### src/rtl/spatten_run_ctrl.sv
// spatten_run_ctrl: host run controller that starts the accelerator, waits for completion,
// captures baseline/pipelined cycle counts and reports the improvement in hundredths of a
// percent. Optional WAIT-state abort is enabled by defining SPATTEN_RUN_TIMEOUT_EN.
module spatten_run_ctrl #(
    parameter logic [31:0] TIMEOUT_CYCLES = 32'd2000
) (
    input  logic        clk,
    input  logic        rst,
    input  logic        go,
    output logic        busy,
    output logic        acc_start,
    input  logic        acc_done,
    input  logic [63:0] base_cycles_in,
    input  logic [63:0] pipe_cycles_in,
    output logic        res_valid,
    input  logic        res_ready,
    output logic [63:0] res_base,
    output logic [63:0] res_pipe,
    output logic [31:0] res_impr,
    output logic        res_timeout
);
    typedef enum logic [2:0] {IDLE, START, WAIT, CAPTURE, DIVIDE, REPORT} state_t;

    state_t      state_q, state_d;
    logic [63:0] base_q, base_d, pipe_q, pipe_d, rem_q, rem_d, diff;
    logic [31:0] impr_q, impr_d;
    logic [79:0] quo_q, quo_d;
    logic [6:0]  dcnt_q, dcnt_d;
    logic [64:0] trial;
    logic        ge;
`ifdef SPATTEN_RUN_TIMEOUT_EN
    logic [31:0] cnt_q, cnt_d;
    logic        to_q, to_d;
`endif

    if (TIMEOUT_CYCLES < 32'd1) begin : g_bad_timeout
        $error("TIMEOUT_CYCLES must be at least 1");
    end

    // Next-state and datapath: quo_q holds the numerator and shifts in quotient bits during DIVIDE
    always_comb begin
        state_d = state_q;
        base_d  = base_q;
        pipe_d  = pipe_q;
        impr_d  = impr_q;
        rem_d   = rem_q;
        quo_d   = quo_q;
        dcnt_d  = dcnt_q;
`ifdef SPATTEN_RUN_TIMEOUT_EN
        cnt_d   = cnt_q;
        to_d    = to_q;
`endif
        diff    = base_cycles_in > pipe_cycles_in ? base_cycles_in - pipe_cycles_in : 64'd0;
        trial   = {rem_q, quo_q[79]};
        ge      = trial >= {1'b0, base_q};
        case (state_q)
            IDLE: state_d = go ? START : IDLE;
            START: begin
                state_d = WAIT;
`ifdef SPATTEN_RUN_TIMEOUT_EN
                cnt_d   = '0;
`endif
            end
            WAIT: begin
                if (acc_done) begin
                    state_d = CAPTURE;
`ifdef SPATTEN_RUN_TIMEOUT_EN
                end else if (cnt_q == TIMEOUT_CYCLES - 32'd1) begin
                    state_d = REPORT;
                    to_d    = 1'b1;
                    base_d  = '0;
                    pipe_d  = '0;
                    impr_d  = '0;
                end else begin
                    cnt_d   = cnt_q + 32'd1;
`endif
                end
            end
            CAPTURE: begin
                base_d  = base_cycles_in;
                pipe_d  = pipe_cycles_in;
                impr_d  = '0;
                rem_d   = '0;
                quo_d   = {16'd0, diff} * 80'd10000;
                dcnt_d  = '0;
                state_d = base_cycles_in == 64'd0 ? REPORT : DIVIDE;
`ifdef SPATTEN_RUN_TIMEOUT_EN
                to_d    = 1'b0;
`endif
            end
            DIVIDE: begin
                rem_d   = ge ? 64'(trial - {1'b0, base_q}) : trial[63:0];
                quo_d   = {quo_q[78:0], ge};
                dcnt_d  = dcnt_q + 7'd1;
                if (dcnt_q == 7'd79) begin
                    state_d = REPORT;
                    impr_d  = {quo_q[30:0], ge};
                end
            end
            REPORT: state_d = res_ready ? IDLE : REPORT;
            default: state_d = IDLE;
        endcase
    end

    // State and datapath registers; reset abandons any run in progress
    always_ff @(posedge clk or posedge rst) begin
        if (rst) begin
            state_q <= IDLE;
            base_q  <= '0;
            pipe_q  <= '0;
            impr_q  <= '0;
            rem_q   <= '0;
            quo_q   <= '0;
            dcnt_q  <= '0;
`ifdef SPATTEN_RUN_TIMEOUT_EN
            cnt_q   <= '0;
            to_q    <= 1'b0;
`endif
        end else begin
            state_q <= state_d;
            base_q  <= base_d;
            pipe_q  <= pipe_d;
            impr_q  <= impr_d;
            rem_q   <= rem_d;
            quo_q   <= quo_d;
            dcnt_q  <= dcnt_d;
`ifdef SPATTEN_RUN_TIMEOUT_EN
            cnt_q   <= cnt_d;
            to_q    <= to_d;
`endif
        end
    end

    assign busy      = state_q != IDLE;
    assign acc_start = state_q == START;
    assign res_valid = state_q == REPORT;
    assign res_base  = base_q;
    assign res_pipe  = pipe_q;
    assign res_impr  = impr_q;
`ifdef SPATTEN_RUN_TIMEOUT_EN
    assign res_timeout = to_q;
`else
    assign res_timeout = 1'b0;
`endif
endmodule

### config.mk
export PLATFORM = sky130hd
export DESIGN_NAME = spatten_run_ctrl
export DESIGN_NICKNAME = d
export VERILOG_FILES = /design/src/rtl/spatten_run_ctrl.sv
export SDC_FILE = /design/constraint.sdc
export NUM_CORES = 2
export LEC_CHECK = 0
export ABC_AREA = 1
export BUFFER_PORTS_ARGS = -buffer_cell sky130_fd_sc_hd__buf_4
export CAP_MARGIN = 25
export CORE_ASPECT_RATIO = 2
export CORE_MARGIN = 2
export CORE_UTILIZATION = 25
export DETAILED_ROUTE_END_ITERATION = 7
export HOLD_SLACK_MARGIN = 0.1
export SETUP_SLACK_MARGIN = 0.02
export SYNTH_ARGS = -nofsm -noshare
export SYNTH_HDL_FRONTEND = slang
export SYNTH_SLANG_ARGS = --single-unit
### constraint.sdc
create_clock -name clk -period 13.8 [get_ports clk]
set_input_delay 2.07 -clock clk [delete_from_list [all_inputs] [get_ports clk]]
set_output_delay 2.07 -clock clk [all_outputs]
set_load 0.005 [all_outputs]
; Yosys cells after proc, flatten, opt, wreduce, memory -nomap -nowiden
; Index checks and enable logic that the tools add are counted.
; Widths: inputs -> output; s select.
[totals]
output_inout_bits = 164
wordCells = 40
inputBits = 133
ff_bits = 314
[op_classes]
n_addsub = 3
n_eq_ne = 8
n_lt_le_gt_ge = 2
n_reduce_logical = 6
n_mux = 13
mul = 1
[op_table]
columns = cell, count
row1 = $pmux 80 s2, 1
row2 = $mux 64, 2
row3 = $pmux 64 s2, 1
row4 = $sub 64x64->64, 2
row5 = $mul 64x10->74 const B, 1
row6 = $ge 65x64->1, 1
row7 = $gt 64x64->1, 1
row8 = $logic_not 64->1, 1
row9 = $pmux 32 s2, 1
row10 = $mux 32, 1
row11 = $pmux 3 s6, 1
row12 = $pmux 7 s2, 1
row13 = $mux 3, 3
row14 = $add 7x1->7 const B, 1
row15 = $eq 7x7->1 const B, 1
row16 = $eq 3x2->1 const B, 2
row17 = $eq 3x3->1 const B, 2
row18 = $ne 2x2->1 const B, 2
row19 = $reduce_and 2->1, 2
row20 = $eq 3x1->1 const B, 1
row21 = $logic_not 3->1, 1
row22 = $reduce_bool 3->1, 1
row23 = $mux 1, 2
row24 = $reduce_bool 2->1, 1

; Depth between registers and ports, before layout
[logic_depth]
depth_word = 4
depth_mapped = 42
mapped_depth_nobuf = 41

; Worst setup path before layout
; Ideal clock, no wire load.
[synth_timing]
path_type = input to register
startpoint = in base_cycles_in[0]
endpoint = reg quo_q[61]
required_ps = 13682
arrival_time_ps = 7833
path_stages = 37
setup_slack_ps = 5849
cell_sequence = inv_1 ha_1 fa_1 inv_1 nand3_1 nand3_1 nand2_1 nand2_1 nand2_1 nand2_1 nand2_1 nand2_1 nand2_1 nand2_2 nand2_4 buf_2 nor2_1 fa_1 ha_1 fa_1 ha_1 inv_1 fa_1 inv_1 ha_1 nand2_1 nor2_1 inv_1 nor2_1 nand4_1 or2_2 nand2_1 nand2_1 nand3_1 nand2_1 nand3_1 nand2_1
[synth_between]
elab_chain_len = 4
[synth_lines]
columns = element, line_no
row1 = "start, declared", 13  ; input logic [63:0] base_cycles_in,
row2 = $sub 64x64->64 / $gt 64x64->1 (equally long branches), 53  ; diff = base_cycles_in > pipe_cycles_in ? base_cycles_in - pipe_cycles_in : 64'd0;
row3 = $mux 64 (*), 53
row4 = $mul 64x10->74 (*), 84  ; quo_d = {16'd0, diff} * 80'd10000;
row5 = $pmux 80 s2 (*), 56  ; case (state_q)
row6 = "end signal, assigned", 125  ; quo_q <= quo_d;
row7 = "end, declared", 27  ; logic [79:0] quo_q, quo_d;
; Every way passes the cells marked *; elsewhere a longest branch is shown, timed or not.
; A chain may end at the register's enable or synchronous reset.

; Final worst setup path
[layout_timing]
startpoint = in base_cycles_in[0]
endpoint = reg quo_q[74]
; The elaborated chain is that of the path after synthesis.

==> results.sh <==
export IMPL_status="finished, final reports clean"
export IMPL_fin_worst_skew_ns=0.0231
export IMPL_cpPeakStageDelay_ns=0.59
export IMPL_yosysSeqAreaShare=0.215
export IMPL_io_pins=297
export IMPL_cellLeakagePower_nw=23.2
export IMPL_track_usage=0.262
export IMPL_rsz0062_at_grt="no"
export IMPL_grt_pass1_wl_um=273000
export IMPL_cts_setup_buffers=0
export IMPL_fmaxAchievable_mhz=97.0
export IMPL_crit_fanout=44
export IMPL_relSlewSlack=0.177
export IMPL_cts_buffers=34
export IMPL_setup_tns_ns=0
export IMPL_die_width_um=274
export IMPL_first_pass_iters=5
export IMPL_syn_nets=6330
export IMPL_cp_slowest_cell="nor2_1"
export IMPL_arrival_ns=10.83
export IMPL_holdBufCountCts=0
export IMPL_syn_inst=5673
export IMPL_io_buffers=295
export IMPL_drc=0
export IMPL_ys_ff_latch=314
export IMPL_cts_clk_slew_worst_paths_ns=0.07
export IMPL_nFillCells=16437
export IMPL_power_density_mw_per_mm2=165
export IMPL_fin_util=0.290
export IMPL_syn_to_final_growth_pct=15.2
export IMPL_cts_buffer_depth=3
export IMPL_finalHoldViolCount=0
export IMPL_cp_common_cell="nand2_1"
export IMPL_start_util=0.251
export IMPL_async_flop_share=1.00
export IMPL_vdd_drop_max_uv=101
export IMPL_first_global_vias=39264
export IMPL_ys_flop_type="dfrtp_1"
export IMPL_num_rows=198
export IMPL_h_tree_depth=2
export IMPL_grt_overflow=0
export IMPL_cts_tree="yes"
export IMPL_drtIter0Drc=2197
export IMPL_path_class="input port to flop"
export IMPL_hpwl_um=167000
export IMPL_drive_gt1_frac=0.0775
export IMPL_cp_end_kind="flop"
export IMPL_ys_warnings_count=0
export IMPL_finalCritPeriodShare=0.747
export IMPL_worst_slew_pin_slew_ns=1.23
export IMPL_cts_sinks=314
export IMPL_wl_per_cell_um=24.9
export IMPL_final_cell_area_mm2=0.0421
export IMPL_cts_root_buf="clkbuf_16"
export IMPL_die_area_mm2=0.150
export IMPL_drtAntennaViolNets=0
export IMPL_synth_edf_count=0
export IMPL_worstPathRequired_ns=14.32
export IMPL_slew_violations=0
export IMPL_clk_latency_ns=0.64
export IMPL_die_h_um=545
export IMPL_grt_max_degree=109
export IMPL_hold_class="flop to flop"
export IMPL_netlist_area_mm2=0.0366
export IMPL_maxCapViolCount=0
export IMPL_cts_resized=0
export IMPL_core_area_mm2=0.145
export IMPL_place_congestion=1.14
export IMPL_startpoint_type="input port"
export IMPL_avgSynthCellArea_um2=6.45
export IMPL_setup_violations=0
export IMPL_wl_um=196000
export IMPL_viasPerCell=4.79
export IMPL_fin_nets=6591
export IMPL_dpl_cell_area_mm2=0.0409
export IMPL_antenna_found_initial=16
export IMPL_vias=37693
export IMPL_yosys_cell_types_count=49
export IMPL_min_period_ns=10.31
[stage by stage]
| step | hold WS, ns | setup slack, ns | total power [mW] | cells |
|---|---|---|---|---|
| 2_1_floorplan | 0.449 | 3.04 | 4.18 | 5673 |
| 3_3_place_gp | 0.462 | 3.02 | 5.86 | 7791 |
| 3_5_place_dp | 0.465 | 3.04 | 5.86 | 7793 |
| 4_1_cts | 0.483 | 3.70 | 6.89 | 7854 |
| 5_1_grt | 0.507 | 3.06 | 7.52 | 7861 |
| 6_report | 0.480 | 3.49 | 6.94 | 7875 |
[flip-flops by register name, indices dropped and copies added, names as in the netlist]
signal and flops:
state_q 3, res_pipe 64, res_base 64, dcnt_q 7, quo_q 80, rem_q 64, res_impr 32
[where the power goes]
group	internal (mW)	switching (mW)
Sequential	0.938	0.0122
Combinational	1.54	3.47
Clock	0.500	0.483
[per-layer routing]
metal,global-route usage,vias up,wire (um),part of all wire
met3,0.0454,632,7840,0.040
met1,0.202,17725,55600,0.28
li1,-,18058,-,-
met5,0,-,51,0.00026
met4,0.299,8,27100,0.14
met2,0.503,1270,106000,0.54
[synthesized netlist by cell type (3+ instances only)]
cell      number  area (um^2)
nand2_1     1960         7360
inv_1       1092         4100
nor2_1       488         1830
ha_1         344         4300
dfrtp_1      314         7860
o21ai_0      246         1230
nand3_1      242         1210
a21oi_1      220         1100
fa_1         180         3600
xnor2_1       80          701
nand3b_1      72          541
clkbuf_1      70          263
o22ai_1       49          307
o21bai_1      41          308
nor3_1        38          190
nand4_1       35          219
inv_2         20         75.1
nor4_1        19          119
nand3_2       15          150
nor2_2        14         87.6
o221ai_1      13          114
a21o_1        12         90.1
o31ai_1       11         82.6
xor2_1        11         96.3
nand2_2       10         62.6
and2_1         9         56.3
buf_6          9          101
buf_1          7         26.3
buf_2          7         35.0
buf_4          6         45.0
and3_1         4         25.0
o211ai_1       4         30.0
o21ai_1        4         20.0
nor2_4         3         33.8
o21a_1         3         22.5
or2_2          3         18.8
[final timing paths]
| path | slack, ns | to | start | cells after the start |
|---|---|---|---|---|
| max in group asynchronous | 10.10 | rem_q[1]$_DFFE_PP0P_ | rst | 4 |
| max reg2reg | 7.91 | rem_q[49]$_DFFE_PP0P_ | res_base[48]$_DFFE_PP0P_ | 17 |
| min in group asynchronous | 1.52 | res_pipe[37]$_DFFE_PP0P_ | rst | 2 |
| min reg2reg | 0.48 | res_pipe[0]$_DFFE_PP0P_ | res_pipe[0]$_DFFE_PP0P_ | 2 |
| max | 3.49 | quo_q[74]$_DFFE_PP0P_ | base_cycles_in[0] | 36 |
| min | 0.48 | res_pipe[0]$_DFFE_PP0P_ | res_pipe[0]$_DFFE_PP0P_ | 2 |
[logic make-up after synthesis]
logic type,count (synthesis),share of synthesized area
AND/OR/NAND/NOR,2918,0.327
buffers and inverters,1214,0.128
AO/OA/AOI/OAI,610,0.0919
adder cells (fa/ha/maj),524,0.216
flip-flops,314,0.215
XOR/XNOR,91,0.0218
other,1,0.000103
multiplexers,1,0.000274
[worst max-delay path, delay by kind of cell]
kind                       cells  cell delay (ns)
and+or+nand+nor               23             4.42
buffers and inverters          5             0.79
adders and majority gates      8             3.49
[cells in the final DEF (no fill, tap or decap), types with 4 or more instances in the layout]
| cell type | netlist | layout |
|---|---|---|
| xor2_1 | 11 | 11 |
| clkinv_2 | 0 | 5 |
| diode_2 | 0 | 16 |
| and2_1 | 9 | 9 |
| xnor2_1 | 80 | 79 |
| clkbuf_16 | 0 | 34 |
| inv_6 | 0 | 4 |
| nand2_2 | 10 | 12 |
| a21o_1 | 12 | 12 |
| nor2_1 | 488 | 488 |
| o21ai_0 | 246 | 246 |
| nand3b_1 | 72 | 72 |
| o221ai_1 | 13 | 13 |
| fa_1 | 180 | 180 |
| nand2_1 | 1960 | 1958 |
| nand3_2 | 15 | 15 |
| inv_2 | 20 | 21 |
| o31ai_1 | 11 | 11 |
| nor4_1 | 19 | 18 |
| o22ai_1 | 49 | 49 |
| clkinvlp_4 | 0 | 4 |
| buf_4 | 6 | 320 |
| clkinv_4 | 0 | 5 |
| nor3_1 | 38 | 37 |
| and3_1 | 4 | 4 |
| nor2_2 | 14 | 13 |
| o211ai_1 | 4 | 4 |
| dfrtp_1 | 314 | 314 |
| ha_1 | 344 | 344 |
| clkbuf_8 | 0 | 4 |
| inv_1 | 1092 | 1090 |
| nor2_4 | 3 | 4 |
| nand4_1 | 35 | 35 |
| a21oi_1 | 220 | 220 |
| nand3_1 | 242 | 242 |
| o21ai_1 | 4 | 4 |
| o21bai_1 | 41 | 41 |
[layout make-up]
class / count / area, um^2 / share of cell area
multi-input cells: 4145 / 24100 / 0.571
flip-flops and latches: 314 / 7860 / 0.186
inverters: 1114 / 4190 / 0.0995
repair buffers: 325 / 2500 / 0.0594
well taps: 1900 / 2380 / 0.0564
clock buffers: 40 / 903 / 0.0214
clock inverters: 21 / 194 / 0.00460
diodes: 16 / 40.0 / 0.000950
(Power assumes the default switching activity.)
